`config.mk`:
```
export PLATFORM = sky130hd
export DESIGN_NAME = pipe_ctrl_hazard_unit
export DESIGN_NICKNAME = d
export VERILOG_FILES = /design/src/rtl/pipe_ctrl_hazard_unit_pkg.sv /design/src/rtl/pipe_ctrl_hazard_unit_decode.sv /design/src/rtl/pipe_ctrl_hazard_unit.sv
export SDC_FILE = /design/constraint.sdc
export NUM_CORES = 1
export LEC_CHECK = 0
export CAP_MARGIN = 20
export CORE_MARGIN = 3
export CORE_UTILIZATION = 45
export DETAILED_ROUTE_END_ITERATION = 8
export GPL_ROUTABILITY_DRIVEN = 0
export PLACE_DENSITY_LB_ADDON = 0.05
export SETUP_SLACK_MARGIN = 0.15
export SYNTH_ARGS = -nofsm -noshare
export SYNTH_HDL_FRONTEND = slang
export SYNTH_HIERARCHICAL = 1
export SYNTH_SLANG_ARGS = --single-unit
```
`constraint.sdc`:
```
create_clock -name clk -period 5.5 [get_ports clk]
set_input_delay 0.55 -clock clk [delete_from_list [all_inputs] [get_ports clk]]
set_output_delay 0.55 -clock clk [all_outputs]
set_load 0.02 [all_outputs]
```
`src/rtl/pipe_ctrl_hazard_unit_pkg.sv`:
```
// Shared encodings for the pipeline controller: ISA opcode/func constants,
// per-stage control bundle layouts and the bubble values.
package pipe_ctrl_hazard_unit_pkg;

    // Primary opcodes
    localparam logic [5:0] OP_RTYPE  = 6'h00;
    localparam logic [5:0] OP_REGIMM = 6'h01;
    localparam logic [5:0] OP_J      = 6'h02;
    localparam logic [5:0] OP_JAL    = 6'h03;
    localparam logic [5:0] OP_BEQ    = 6'h04;
    localparam logic [5:0] OP_BNE    = 6'h05;
    localparam logic [5:0] OP_BLEZ   = 6'h06;
    localparam logic [5:0] OP_BGTZ   = 6'h07;
    localparam logic [5:0] OP_ADDI   = 6'h08;
    localparam logic [5:0] OP_ADDIU  = 6'h09;
    localparam logic [5:0] OP_SLTI   = 6'h0A;
    localparam logic [5:0] OP_SLTIU  = 6'h0B;
    localparam logic [5:0] OP_ANDI   = 6'h0C;
    localparam logic [5:0] OP_ORI    = 6'h0D;
    localparam logic [5:0] OP_XORI   = 6'h0E;
    localparam logic [5:0] OP_LUI    = 6'h0F;
    localparam logic [5:0] OP_LB     = 6'h20;
    localparam logic [5:0] OP_LW     = 6'h23;
    localparam logic [5:0] OP_LBU    = 6'h24;
    localparam logic [5:0] OP_SB     = 6'h28;
    localparam logic [5:0] OP_SW     = 6'h2B;

    // R-type function codes
    localparam logic [5:0] FN_SLL   = 6'h00;
    localparam logic [5:0] FN_SRL   = 6'h02;
    localparam logic [5:0] FN_SRA   = 6'h03;
    localparam logic [5:0] FN_JR    = 6'h08;
    localparam logic [5:0] FN_JALR  = 6'h09;
    localparam logic [5:0] FN_MFHI  = 6'h10;
    localparam logic [5:0] FN_MFLO  = 6'h12;
    localparam logic [5:0] FN_MULT  = 6'h18;
    localparam logic [5:0] FN_MULTU = 6'h19;
    localparam logic [5:0] FN_DIV   = 6'h1A;
    localparam logic [5:0] FN_DIVU  = 6'h1B;
    localparam logic [5:0] FN_ADD   = 6'h20;
    localparam logic [5:0] FN_ADDU  = 6'h21;
    localparam logic [5:0] FN_SUB   = 6'h22;
    localparam logic [5:0] FN_SUBU  = 6'h23;
    localparam logic [5:0] FN_AND   = 6'h24;
    localparam logic [5:0] FN_OR    = 6'h25;
    localparam logic [5:0] FN_XOR   = 6'h26;
    localparam logic [5:0] FN_NOR   = 6'h27;
    localparam logic [5:0] FN_SLT   = 6'h2A;
    localparam logic [5:0] FN_SLTU  = 6'h2B;

    // REGIMM rt selectors
    localparam logic [4:0] RT_BLTZ = 5'd0;
    localparam logic [4:0] RT_BGEZ = 5'd1;

    typedef enum logic [3:0] {
        ALU_ADD  = 4'd0,  ALU_SUB  = 4'd1,  ALU_AND  = 4'd2,  ALU_OR   = 4'd3,
        ALU_XOR  = 4'd4,  ALU_NOR  = 4'd5,  ALU_SLT  = 4'd6,  ALU_SLTU = 4'd7,
        ALU_SLL  = 4'd8,  ALU_SRL  = 4'd9,  ALU_SRA  = 4'd10, ALU_LUI  = 4'd11,
        ALU_HI   = 4'd12, ALU_LO   = 4'd13, ALU_MULT = 4'd14, ALU_DIV  = 4'd15
    } alu_op_e;

    typedef enum logic [1:0] {LD_NONE = 2'd0, LD_W = 2'd1, LD_B = 2'd2, LD_BU = 2'd3} load_e;
    typedef enum logic [1:0] {ST_NONE = 2'd0, ST_W = 2'd1, ST_B = 2'd2} store_e;
    typedef enum logic [1:0] {MTR_ALU = 2'd0, MTR_MEM = 2'd1, MTR_LINK = 2'd2, MTR_HILO = 2'd3} mtr_e;

    typedef enum logic [3:0] {
        BR_NONE = 4'd0, BR_BEQ  = 4'd1, BR_BNE  = 4'd2, BR_BLEZ = 4'd3,
        BR_BGTZ = 4'd4, BR_BLTZ = 4'd5, BR_BGEZ = 4'd6, BR_J    = 4'd7,
        BR_JR   = 4'd8
    } br_kind_e;

    // EX bundle: [7:4] ALUOp, [3] ALUSrc_A (shamt), [2] ALUSrc_B (imm), [1] ExtSel (signed), [0] muldiv
    localparam int EX_MULDIV_BIT = 0;
    localparam int EX_EXT_BIT    = 1;
    localparam int EX_SRCB_BIT   = 2;
    localparam int EX_SRCA_BIT   = 3;
    localparam int EX_ALUOP_LSB  = 4;
    localparam int EX_W          = 8;

    // MEM bundle: [5:4] Store, [3:2] Load, [1] memWt, [0] memRd
    localparam int MEM_RD_BIT = 0;
    localparam int MEM_WT_BIT = 1;
    localparam int MEM_LD_LSB = 2;
    localparam int MEM_ST_LSB = 4;
    localparam int MEM_W      = 6;

    // WB bundle: [2:1] MemtoReg, [0] RegWre
    localparam int WB_REGWRE_BIT = 0;
    localparam int WB_MTR_LSB    = 1;
    localparam int WB_W          = 3;

    localparam logic [EX_W-1:0]  EX_BUBBLE  = '0;
    localparam logic [MEM_W-1:0] MEM_BUBBLE = '0;
    localparam logic [WB_W-1:0]  WB_BUBBLE  = '0;

    typedef struct packed {
        logic [EX_W-1:0]  ex;
        logic [MEM_W-1:0] mem;
        logic [WB_W-1:0]  wb;
        logic             reads_rs;
        logic             reads_rt;
        br_kind_e         br;
        logic             hilo;      // touches HI/LO: mfhi/mflo/mult/div
    } dec_t;

    localparam dec_t DEC_BUBBLE = '0;

    function automatic logic [EX_W-1:0] ex_pack(input alu_op_e op, input logic src_a,
                                                input logic src_b, input logic ext,
                                                input logic md);
        return {op, src_a, src_b, ext, md};
    endfunction

    function automatic logic [MEM_W-1:0] mem_pack(input load_e ld, input store_e st);
        return {st, ld, (st != ST_NONE), (ld != LD_NONE)};
    endfunction

    function automatic logic [WB_W-1:0] wb_pack(input logic we, input mtr_e mtr);
        return {mtr, we};
    endfunction

    function automatic alu_op_e r_alu_op(input logic [5:0] fn);
        case (fn)
            FN_SUB, FN_SUBU: return ALU_SUB;
            FN_AND:          return ALU_AND;
            FN_OR:           return ALU_OR;
            FN_XOR:          return ALU_XOR;
            FN_NOR:          return ALU_NOR;
            FN_SLT:          return ALU_SLT;
            FN_SLTU:         return ALU_SLTU;
            FN_SLL:          return ALU_SLL;
            FN_SRL:          return ALU_SRL;
            FN_SRA:          return ALU_SRA;
            default:         return ALU_ADD;
        endcase
    endfunction

endpackage

```
`src/rtl/pipe_ctrl_hazard_unit_decode.sv`:
```
// Combinational ID-stage decoder: instruction word -> EX/MEM/WB bundles,
// destination register, source-register usage and branch class.
module pipe_ctrl_hazard_unit_decode
    import pipe_ctrl_hazard_unit_pkg::*;
#(
    parameter int REG_AW = 5
) (
    input  logic [31:0]       instr,
    input  logic              valid,
    output dec_t              dec,
    output logic [REG_AW-1:0] wa,
    output logic [REG_AW-1:0] rs,
    output logic [REG_AW-1:0] rt
);

    logic [5:0] opcode;
    logic [5:0] func;
    logic [4:0] f_rs;
    logic [4:0] f_rt;
    logic [4:0] f_rd;
    logic [4:0] wa_sel;

    assign opcode = instr[31:26];
    assign f_rs   = instr[25:21];
    assign f_rt   = instr[20:16];
    assign f_rd   = instr[15:11];
    assign func   = instr[5:0];

    // Source fields are reported only when actually read, so an unused field
    // can never raise a false hazard or forwarding select downstream.
    assign wa = REG_AW'(wa_sel);
    assign rs = dec.reads_rs ? REG_AW'(f_rs) : '0;
    assign rt = dec.reads_rt ? REG_AW'(f_rt) : '0;

    // Decode table; invalid slots and the all-zero nop decode as a bubble
    always_comb begin
        dec    = DEC_BUBBLE;
        wa_sel = '0;
        if (valid && (instr != 32'd0)) begin
            case (opcode)
                OP_RTYPE: begin
                    case (func)
                        FN_ADD, FN_ADDU, FN_SUB, FN_SUBU, FN_AND, FN_OR,
                        FN_XOR, FN_NOR, FN_SLT, FN_SLTU: begin
                            dec.ex       = ex_pack(r_alu_op(func), 1'b0, 1'b0, 1'b0, 1'b0);
                            dec.wb       = wb_pack(1'b1, MTR_ALU);
                            dec.reads_rs = 1'b1;
                            dec.reads_rt = 1'b1;
                            wa_sel       = f_rd;
                        end
                        FN_SLL, FN_SRL, FN_SRA: begin
                            dec.ex       = ex_pack(r_alu_op(func), 1'b1, 1'b0, 1'b0, 1'b0);
                            dec.wb       = wb_pack(1'b1, MTR_ALU);
                            dec.reads_rt = 1'b1;
                            wa_sel       = f_rd;
                        end
                        FN_JR: begin
                            dec.reads_rs = 1'b1;
                            dec.br       = BR_JR;
                        end
                        FN_JALR: begin
                            dec.reads_rs = 1'b1;
                            dec.br       = BR_JR;
                            dec.wb       = wb_pack(1'b1, MTR_LINK);
                            wa_sel       = f_rd;
                        end
                        FN_MFHI, FN_MFLO: begin
                            dec.ex   = ex_pack((func == FN_MFHI) ? ALU_HI : ALU_LO,
                                               1'b0, 1'b0, 1'b0, 1'b0);
                            dec.wb   = wb_pack(1'b1, MTR_HILO);
                            dec.hilo = 1'b1;
                            wa_sel   = f_rd;
                        end
                        FN_MULT, FN_MULTU, FN_DIV, FN_DIVU: begin
                            dec.ex       = ex_pack((func == FN_MULT || func == FN_MULTU) ? ALU_MULT : ALU_DIV,
                                                   1'b0, 1'b0,
                                                   (func == FN_MULT || func == FN_DIV), 1'b1);
                            dec.reads_rs = 1'b1;
                            dec.reads_rt = 1'b1;
                            dec.hilo     = 1'b1;
                        end
                        default: ;
                    endcase
                end
                OP_ADDI, OP_ADDIU, OP_SLTI, OP_SLTIU, OP_ANDI, OP_ORI, OP_XORI: begin
                    case (opcode)
                        OP_SLTI:  dec.ex = ex_pack(ALU_SLT,  1'b0, 1'b1, 1'b1, 1'b0);
                        OP_SLTIU: dec.ex = ex_pack(ALU_SLTU, 1'b0, 1'b1, 1'b1, 1'b0);
                        OP_ANDI:  dec.ex = ex_pack(ALU_AND,  1'b0, 1'b1, 1'b0, 1'b0);
                        OP_ORI:   dec.ex = ex_pack(ALU_OR,   1'b0, 1'b1, 1'b0, 1'b0);
                        OP_XORI:  dec.ex = ex_pack(ALU_XOR,  1'b0, 1'b1, 1'b0, 1'b0);
                        default:  dec.ex = ex_pack(ALU_ADD,  1'b0, 1'b1, 1'b1, 1'b0);
                    endcase
                    dec.wb       = wb_pack(1'b1, MTR_ALU);
                    dec.reads_rs = 1'b1;
                    wa_sel       = f_rt;
                end
                OP_LUI: begin
                    dec.ex = ex_pack(ALU_LUI, 1'b0, 1'b1, 1'b0, 1'b0);
                    dec.wb = wb_pack(1'b1, MTR_ALU);
                    wa_sel = f_rt;
                end
                OP_LW, OP_LB, OP_LBU: begin
                    dec.ex       = ex_pack(ALU_ADD, 1'b0, 1'b1, 1'b1, 1'b0);
                    dec.mem      = mem_pack((opcode == OP_LW) ? LD_W :
                                            (opcode == OP_LB) ? LD_B : LD_BU, ST_NONE);
                    dec.wb       = wb_pack(1'b1, MTR_MEM);
                    dec.reads_rs = 1'b1;
                    wa_sel       = f_rt;
                end
                OP_SW, OP_SB: begin
                    dec.ex       = ex_pack(ALU_ADD, 1'b0, 1'b1, 1'b1, 1'b0);
                    dec.mem      = mem_pack(LD_NONE, (opcode == OP_SW) ? ST_W : ST_B);
                    dec.reads_rs = 1'b1;
                    dec.reads_rt = 1'b1;
                end
                OP_BEQ, OP_BNE: begin
                    dec.br       = (opcode == OP_BEQ) ? BR_BEQ : BR_BNE;
                    dec.reads_rs = 1'b1;
                    dec.reads_rt = 1'b1;
                end
                OP_BLEZ, OP_BGTZ: begin
                    dec.br       = (opcode == OP_BLEZ) ? BR_BLEZ : BR_BGTZ;
                    dec.reads_rs = 1'b1;
                end
                OP_REGIMM: begin
                    if (f_rt == RT_BLTZ) begin
                        dec.br       = BR_BLTZ;
                        dec.reads_rs = 1'b1;
                    end else if (f_rt == RT_BGEZ) begin
                        dec.br       = BR_BGEZ;
                        dec.reads_rs = 1'b1;
                    end
                end
                OP_J: begin
                    dec.br = BR_J;
                end
                OP_JAL: begin
                    dec.br = BR_J;
                    dec.wb = wb_pack(1'b1, MTR_LINK);
                    wa_sel = 5'd31;
                end
                default: ;
            endcase
        end
    end

endmodule

```
`src/rtl/pipe_ctrl_hazard_unit.sv`:
```
// 5-stage pipeline controller: ID decode, EX/MEM/WB control registers,
// load-use / branch / HI-LO interlocks, EX forwarding and redirect select.
module pipe_ctrl_hazard_unit
    import pipe_ctrl_hazard_unit_pkg::*;
#(
    parameter int MULDIV_LAT        = 4,    // 1..15
    parameter bit BRANCH_DELAY_SLOT = 1'b1,
    parameter int REG_AW            = 5
) (
    input  logic              clk,
    input  logic              rst,
    input  logic [31:0]       instr_id,
    input  logic              id_valid,
    input  logic [1:0]        rs_cmp_rt,
    input  logic [1:0]        rs_cmp_z,
    output logic              stall_if_id,
    output logic              flush_if_id,
    output logic [1:0]        pc_src,
    output logic [EX_W-1:0]   ex_ctrl,
    output logic [MEM_W-1:0]  mem_ctrl,
    output logic [WB_W-1:0]   wb_ctrl,
    output logic [REG_AW-1:0] ex_wa,
    output logic [REG_AW-1:0] mem_wa,
    output logic [REG_AW-1:0] wb_wa,
    output logic [1:0]        fwd_a,
    output logic [1:0]        fwd_b,
    output logic              muldiv_busy
);

    localparam int              CNT_W   = 4;
    localparam logic [CNT_W-1:0] MD_LOAD = CNT_W'(MULDIV_LAT);

    dec_t              id_dec;
    logic [REG_AW-1:0] id_wa;
    logic [REG_AW-1:0] id_rs;
    logic [REG_AW-1:0] id_rt;

    logic [MEM_W-1:0]  ex_mem_q;
    logic [WB_W-1:0]   ex_wb_q;
    logic [REG_AW-1:0] ex_rs_q;
    logic [REG_AW-1:0] ex_rt_q;
    logic [WB_W-1:0]   mem_wb_q;
    logic [CNT_W-1:0]  md_cnt;

    logic ex_hit;
    logic mem_hit;
    logic load_use;
    logic br_src;
    logic br_haz;
    logic md_haz;
    logic taken;

    pipe_ctrl_hazard_unit_decode #(.REG_AW(REG_AW)) u_decode (
        .instr (instr_id),
        .valid (id_valid),
        .dec   (id_dec),
        .wa    (id_wa),
        .rs    (id_rs),
        .rt    (id_rt)
    );

    assign muldiv_busy = (md_cnt != '0);

    // Interlock detection; id_rs/id_rt are already zero when not read
    always_comb begin
        ex_hit   = (ex_wa != '0) && ((ex_wa == id_rs) || (ex_wa == id_rt));
        mem_hit  = (mem_wa != '0) && ((mem_wa == id_rs) || (mem_wa == id_rt));
        load_use = ex_mem_q[MEM_RD_BIT] && ex_hit;
        br_src   = (id_dec.br != BR_NONE) && (id_dec.br != BR_J);
        br_haz   = br_src && ((ex_wb_q[WB_REGWRE_BIT] && ex_hit) ||
                              (mem_ctrl[MEM_RD_BIT] && mem_hit));
        md_haz   = id_dec.hilo && (muldiv_busy || ex_ctrl[EX_MULDIV_BIT]);
        stall_if_id = !rst && (load_use || br_haz || md_haz);
    end

    // Redirect select; a stall always suppresses the redirect
    always_comb begin
        taken = 1'b0;
        case (id_dec.br)
            BR_BEQ:  taken = (rs_cmp_rt == 2'b01);
            BR_BNE:  taken = (rs_cmp_rt != 2'b01);
            BR_BLEZ: taken = (rs_cmp_z == 2'b00) || (rs_cmp_z == 2'b01);
            BR_BGTZ: taken = (rs_cmp_z == 2'b10);
            BR_BLTZ: taken = (rs_cmp_z == 2'b00);
            BR_BGEZ: taken = (rs_cmp_z == 2'b01) || (rs_cmp_z == 2'b10);
            default: taken = 1'b0;
        endcase
        pc_src = 2'b00;
        if (!rst && !stall_if_id) begin
            case (id_dec.br)
                BR_J:    pc_src = 2'b10;
                BR_JR:   pc_src = 2'b11;
                default: pc_src = taken ? 2'b01 : 2'b00;
            endcase
        end
        flush_if_id = (BRANCH_DELAY_SLOT == 1'b0) && (pc_src != 2'b00);
    end

    // EX operand forwarding; MEM wins over WB, $0 never forwarded
    always_comb begin
        fwd_a = 2'b00;
        fwd_b = 2'b00;
        if (!rst) begin
            if (mem_wb_q[WB_REGWRE_BIT] && (mem_wa != '0) && (mem_wa == ex_rs_q))
                fwd_a = 2'b10;
            else if (wb_ctrl[WB_REGWRE_BIT] && (wb_wa != '0) && (wb_wa == ex_rs_q))
                fwd_a = 2'b01;
            if (mem_wb_q[WB_REGWRE_BIT] && (mem_wa != '0) && (mem_wa == ex_rt_q))
                fwd_b = 2'b10;
            else if (wb_ctrl[WB_REGWRE_BIT] && (wb_wa != '0) && (wb_wa == ex_rt_q))
                fwd_b = 2'b01;
        end
    end

    // ID->EX->MEM->WB control shift; ID/EX takes a bubble while stalled
    always_ff @(posedge clk) begin
        if (rst) begin
            ex_ctrl  <= EX_BUBBLE;
            ex_mem_q <= MEM_BUBBLE;
            ex_wb_q  <= WB_BUBBLE;
            ex_wa    <= '0;
            ex_rs_q  <= '0;
            ex_rt_q  <= '0;
            mem_ctrl <= MEM_BUBBLE;
            mem_wb_q <= WB_BUBBLE;
            mem_wa   <= '0;
            wb_ctrl  <= WB_BUBBLE;
            wb_wa    <= '0;
        end else begin
            if (stall_if_id) begin
                ex_ctrl  <= EX_BUBBLE;
                ex_mem_q <= MEM_BUBBLE;
                ex_wb_q  <= WB_BUBBLE;
                ex_wa    <= '0;
                ex_rs_q  <= '0;
                ex_rt_q  <= '0;
            end else begin
                ex_ctrl  <= id_dec.ex;
                ex_mem_q <= id_dec.mem;
                ex_wb_q  <= id_dec.wb;
                ex_wa    <= id_wa;
                ex_rs_q  <= id_rs;
                ex_rt_q  <= id_rt;
            end
            mem_ctrl <= ex_mem_q;
            mem_wb_q <= ex_wb_q;
            mem_wa   <= ex_wa;
            wb_ctrl  <= mem_wb_q;
            wb_wa    <= mem_wa;
        end
    end

    // HI/LO occupancy down-counter, reloaded as a mult/div leaves EX
    always_ff @(posedge clk) begin
        if (rst)
            md_cnt <= '0;
        else if (ex_ctrl[EX_MULDIV_BIT])
            md_cnt <= MD_LOAD;
        else if (md_cnt != '0)
            md_cnt <= md_cnt - 1'b1;
    end

endmodule

```
---- After elaboration in Yosys (flattened, before gate mapping) ----
Cells that the tools add are included.
cells by class
  div/mod/pow operators ................... 0
  add/sub/neg operators ................... 1
  reduce and logical (&&, ||, !) cells .... 67
  bitwise gates (word level) .............. 1
  equal/unequal tests ..................... 62
  $mul .................................... 0
  $lt $le $gt $ge ......................... 0
  muxes and demuxes ....................... 43
  shifts and indexed selects .............. 0
operator list
  cell                                            number
  == test 6 bit (second input constant)           15
  one-hot mux 8 bit (4 select lines)              2
  == test 6 x 4 -> 1 bit (second input constant)  10
  OR reduction 16 bit                             3
  == test 5 bit                                   8
  one-hot mux 4 bit (10 select lines)             1
  == test 6 x 5 -> 1 bit (second input constant)  6
  one-hot mux 7 bit (5 select lines)              1
  nonzero test 32 bit                             1
  == test 6 x 2 -> 1 bit (second input constant)  4
  == test 6 x 3 -> 1 bit (second input constant)  4
  one-hot mux 4 bit (5 select lines)              1
  OR reduction 2 bit                              9
  logical AND 1 bit                               17
  OR reduction 17 bit                             1
  == test 4 x 3 -> 1 bit (second input constant)  4
  two-way mux 2 bit                               8
  two-way mux 5 bit                               3
  one-hot mux 5 bit (3 select lines)              1
  nonzero test 5 bit                              3
  OR reduction 13 bit                             1
  logical NOT 6 bit                               2
  two-way mux 1 bit                               12
  two-way mux 3 bit                               4
  34 further kinds                                53
storage, ports and cells
  input port bits ......................... 39
  memory bits (writable) .................. 0
  latch bits .............................. 0
  register bits after elaboration ......... 58
  logic and storage cells ................. 187
  memories kept ........................... 0
  bits in read-only memories .............. 0

---- Depth between registers and ports, before layout ----
  depth in word-level cells ............... 18
  depth in mapped cells ................... 13
  mapped depth without buffers ............ 10

---- Cells and area by module ----
Netlist, hierarchy kept.
modules (own cells, without submodules)
  module                        cells each  instances  area each (um^2)  seq. area each (um^2)
  pipe_ctrl_hazard_unit         247         1          2533.7            1161.1
  pipe_ctrl_hazard_unit_decode  185         1          1092.3            0.0

---- Least setup slack after synthesis ----
OpenSTA, ideal clock, no wires.
  kind .................................... input port to output port
  start ................................... input instr_id[2]
  end ..................................... output pc_src[0]
  cell stages on the path ................. 12
  data required time ...................... 4.950 ns
  buffers on the path ..................... 2
  setup slack ............................. 1.422 ns
  data arrival time ....................... 3.528 ns
  cells stage by stage .................... buf_6 or4_1 or3_4 or3_4 o211ai_2 a211oi_1 nor2_1 a32oi_1 nand2_1 a221oi_4 buf_6 nor4_1
RTL lines
  what                line                         text
  start: declaration  pipe_ctrl_hazard_unit.sv:12  input logic [31:0] instr_id,
  end: declaration    pipe_ctrl_hazard_unit.sv:18  output logic [1:0] pc_src,

==> results.sh <==
export IMPL_coreArea_sq_um=7767
export IMPL_nets=535
export IMPL_drv_cap=0
export IMPL_dr_pass1_iters=5
export IMPL_initial_core_util_pct=46.60
export IMPL_pwr_share_seq_pct=42.9
export IMPL_setup_tns_ns=0
export IMPL_p_leak_uw=0.001736
export IMPL_slew_limit_headroom_pct=56.61
export IMPL_synth_cell_area_sq_um=3620
export IMPL_diodes=0
export IMPL_clock_sinks=58
export IMPL_grt_pass1_vias=3215
export IMPL_clk_latency_ns=0.33
export IMPL_cp_data_required_time_ns=4.95
export IMPL_grt_overflow=0
export IMPL_fin_skew_ns=0.006068
export IMPL_die_x_microns=95.69
export IMPL_final_cell_mix="clkdlybuf4s50_1, dfxtp_1, nor2_1, nor4b_1, nor2b_1"
export IMPL_hold_slack_ns=0.4298
export IMPL_drtAntennaViolNets=0
export IMPL_syn2layout_area_growth_pct=27.13
export IMPL_start_kind="input pin"
export IMPL_vias=3478
export IMPL_max_freq_ghz=0.1989
export IMPL_internal_power_uw=735.0
export IMPL_worstPathArrival_ns=4.48
export IMPL_synth_avg_cell_area_sq_um=8.398
export IMPL_slew_viol_final=0
export IMPL_drt_wl_total_microns=9851
export IMPL_syn_nets=471
export IMPL_ios=80
export IMPL_share_comb_of_total_power_pct=19.7
export IMPL_final_common_cell="clkdlybuf4s50_1"
export IMPL_num_rows=32
export IMPL_hold_viol_final=0
export IMPL_swShare_pct=28.94
export IMPL_fin_crit_ns=5.028
export IMPL_die_h_microns=95.69
export IMPL_h_tree_depth=3
export IMPL_grt_pass1_wl_microns=16500
export IMPL_status="completed"
export IMPL_io_buffers=78
export IMPL_ir_drop_mv=0.1748
export IMPL_cts_max_path_buffers=2
export IMPL_grt_max_degree=65
export IMPL_p_per_area_nw_per_um2=224.8
export IMPL_syn_inst=431
export IMPL_hold_path_class="reg2reg"
export IMPL_rsz0062_at_grt="false"
export IMPL_clkSlewWorstSetupHoldPaths_ns=0.07
export IMPL_tightest_slew_ns=0.6469
export IMPL_cts_tree="built"
export IMPL_grt_use_total_pct=22.94
export IMPL_setup_viol=0
export IMPL_antenna_found_initial=0
export IMPL_worstSetupPathType="in2out"
export IMPL_final_util_pct=59.25
export IMPL_power_switching_uw=299.3
export IMPL_cts_setup_buffers=0
export IMPL_cts_root_buf="clkbuf_8"
export IMPL_vias_per_cell=5.777
export IMPL_cp_max_fo=10
export IMPL_drive_gt1_share_pct=9.600
export IMPL_drc=0
export IMPL_p_clk_share_pct=37.4
export IMPL_numCtsBuffers=9
export IMPL_dieArea_sq_um=9156
export IMPL_crit_path_end_kind="primary output"
export IMPL_wl_per_cell_microns=16.36
export IMPL_yosys_warnings=6
export IMPL_finalCritPeriodShare_pct=91.41
export IMPL_drt_iter0_drc=250
export IMPL_place_hpwl_microns=7178
==> worst max-delay path, cell delays in order <==
cell and delay (ns):
clkdlybuf4s50_1 0.62, nor4_1 0.55, nand4_1 0.31, or3_4 0.41, o211ai_2 0.20, a311oi_1 0.10, nor2b_2 0.19, a32oi_1 0.25
nand2_1 0.13, a221oi_4 0.37, o21ba_2 0.19, clkdlybuf4s50_1 0.60
==> metal layers <==
layer	track usage [%]	share of wire [%]	wire, microns	vias up
li1	-	-	-	1688
met1	31.79	44	4309	1629
met2	35.50	48	4689	145
met3	5.367	7.0	694	16
met4	6.398	1.6	158	0
met5	0	0	0	-
==> metrics by stage <==
stage	setup WS, ns	area, sq um	power (uW)	std cells
after floorplan	1.422	3620	585.0	431
after global placement	0.5106	4404	651.4	586
after detailed placement	0.4868	4404	655.7	586
after CTS	0.4765	4597	1045	602
after global routing	0.2407	4602	1092	602
final	0.4725	4602	1034	602
==> registers in the layout (all words and copies together), names as in the netlist, 5 cells and up <==
name and flops:
ex_rt_q 5, ex_ctrl 8, ex_wa 5, ex_rs_q 5, mem_ctrl 6, wb_wa 5
ex_mem_q 6, mem_wa 5
==> what timing repair did <==
action	CTS	global route
setup endpoints to repair	0	1
endpoints found under the hold margin	0	0
hold buffers	0	0
gates resized for setup	0	1
==> power groups by stage <==
| stage | logic [uW] | clock network (uW) | registers [uW] |
|---|---|---|---|
| finish | 204 | 387 | 444 |
| global route | 228 | 418 | 446 |
| CTS | 203 | 398 | 444 |
| detailed placement | 202 | 0 | 454 |
| global placement | 198 | 0 | 453 |
| floorplan | 132 | 0 | 453 |
==> layout make-up <==
class / instances / area [sq um]
Clock buffer: 9 / 123.9
Clock inverter: 7 / 68.82
Fill cell: 716 / 3166
Inverter: 12 / 45.04
Multi-Input combinational cell: 323 / 2202
Sequential cell: 58 / 1161
Tap cell: 102 / 127.6
Timing Repair Buffer: 91 / 873.3
==> path summary, 6_finish.rpt <==
check                            startpoint     endpoint  slack, ns  depth (start not counted)
worst max register to register    md_cnt[0]   ex_rt_q[2]       3.50                          8
worst min-delay path             ex_wb_q[0]  mem_wb_q[0]       0.43                          2
worst min register to register   ex_wb_q[0]  mem_wb_q[0]       0.43                          2
worst max-delay path            instr_id[1]  stall_if_id       0.47                         12
Note: power is estimated with default switching activity, not from simulation.
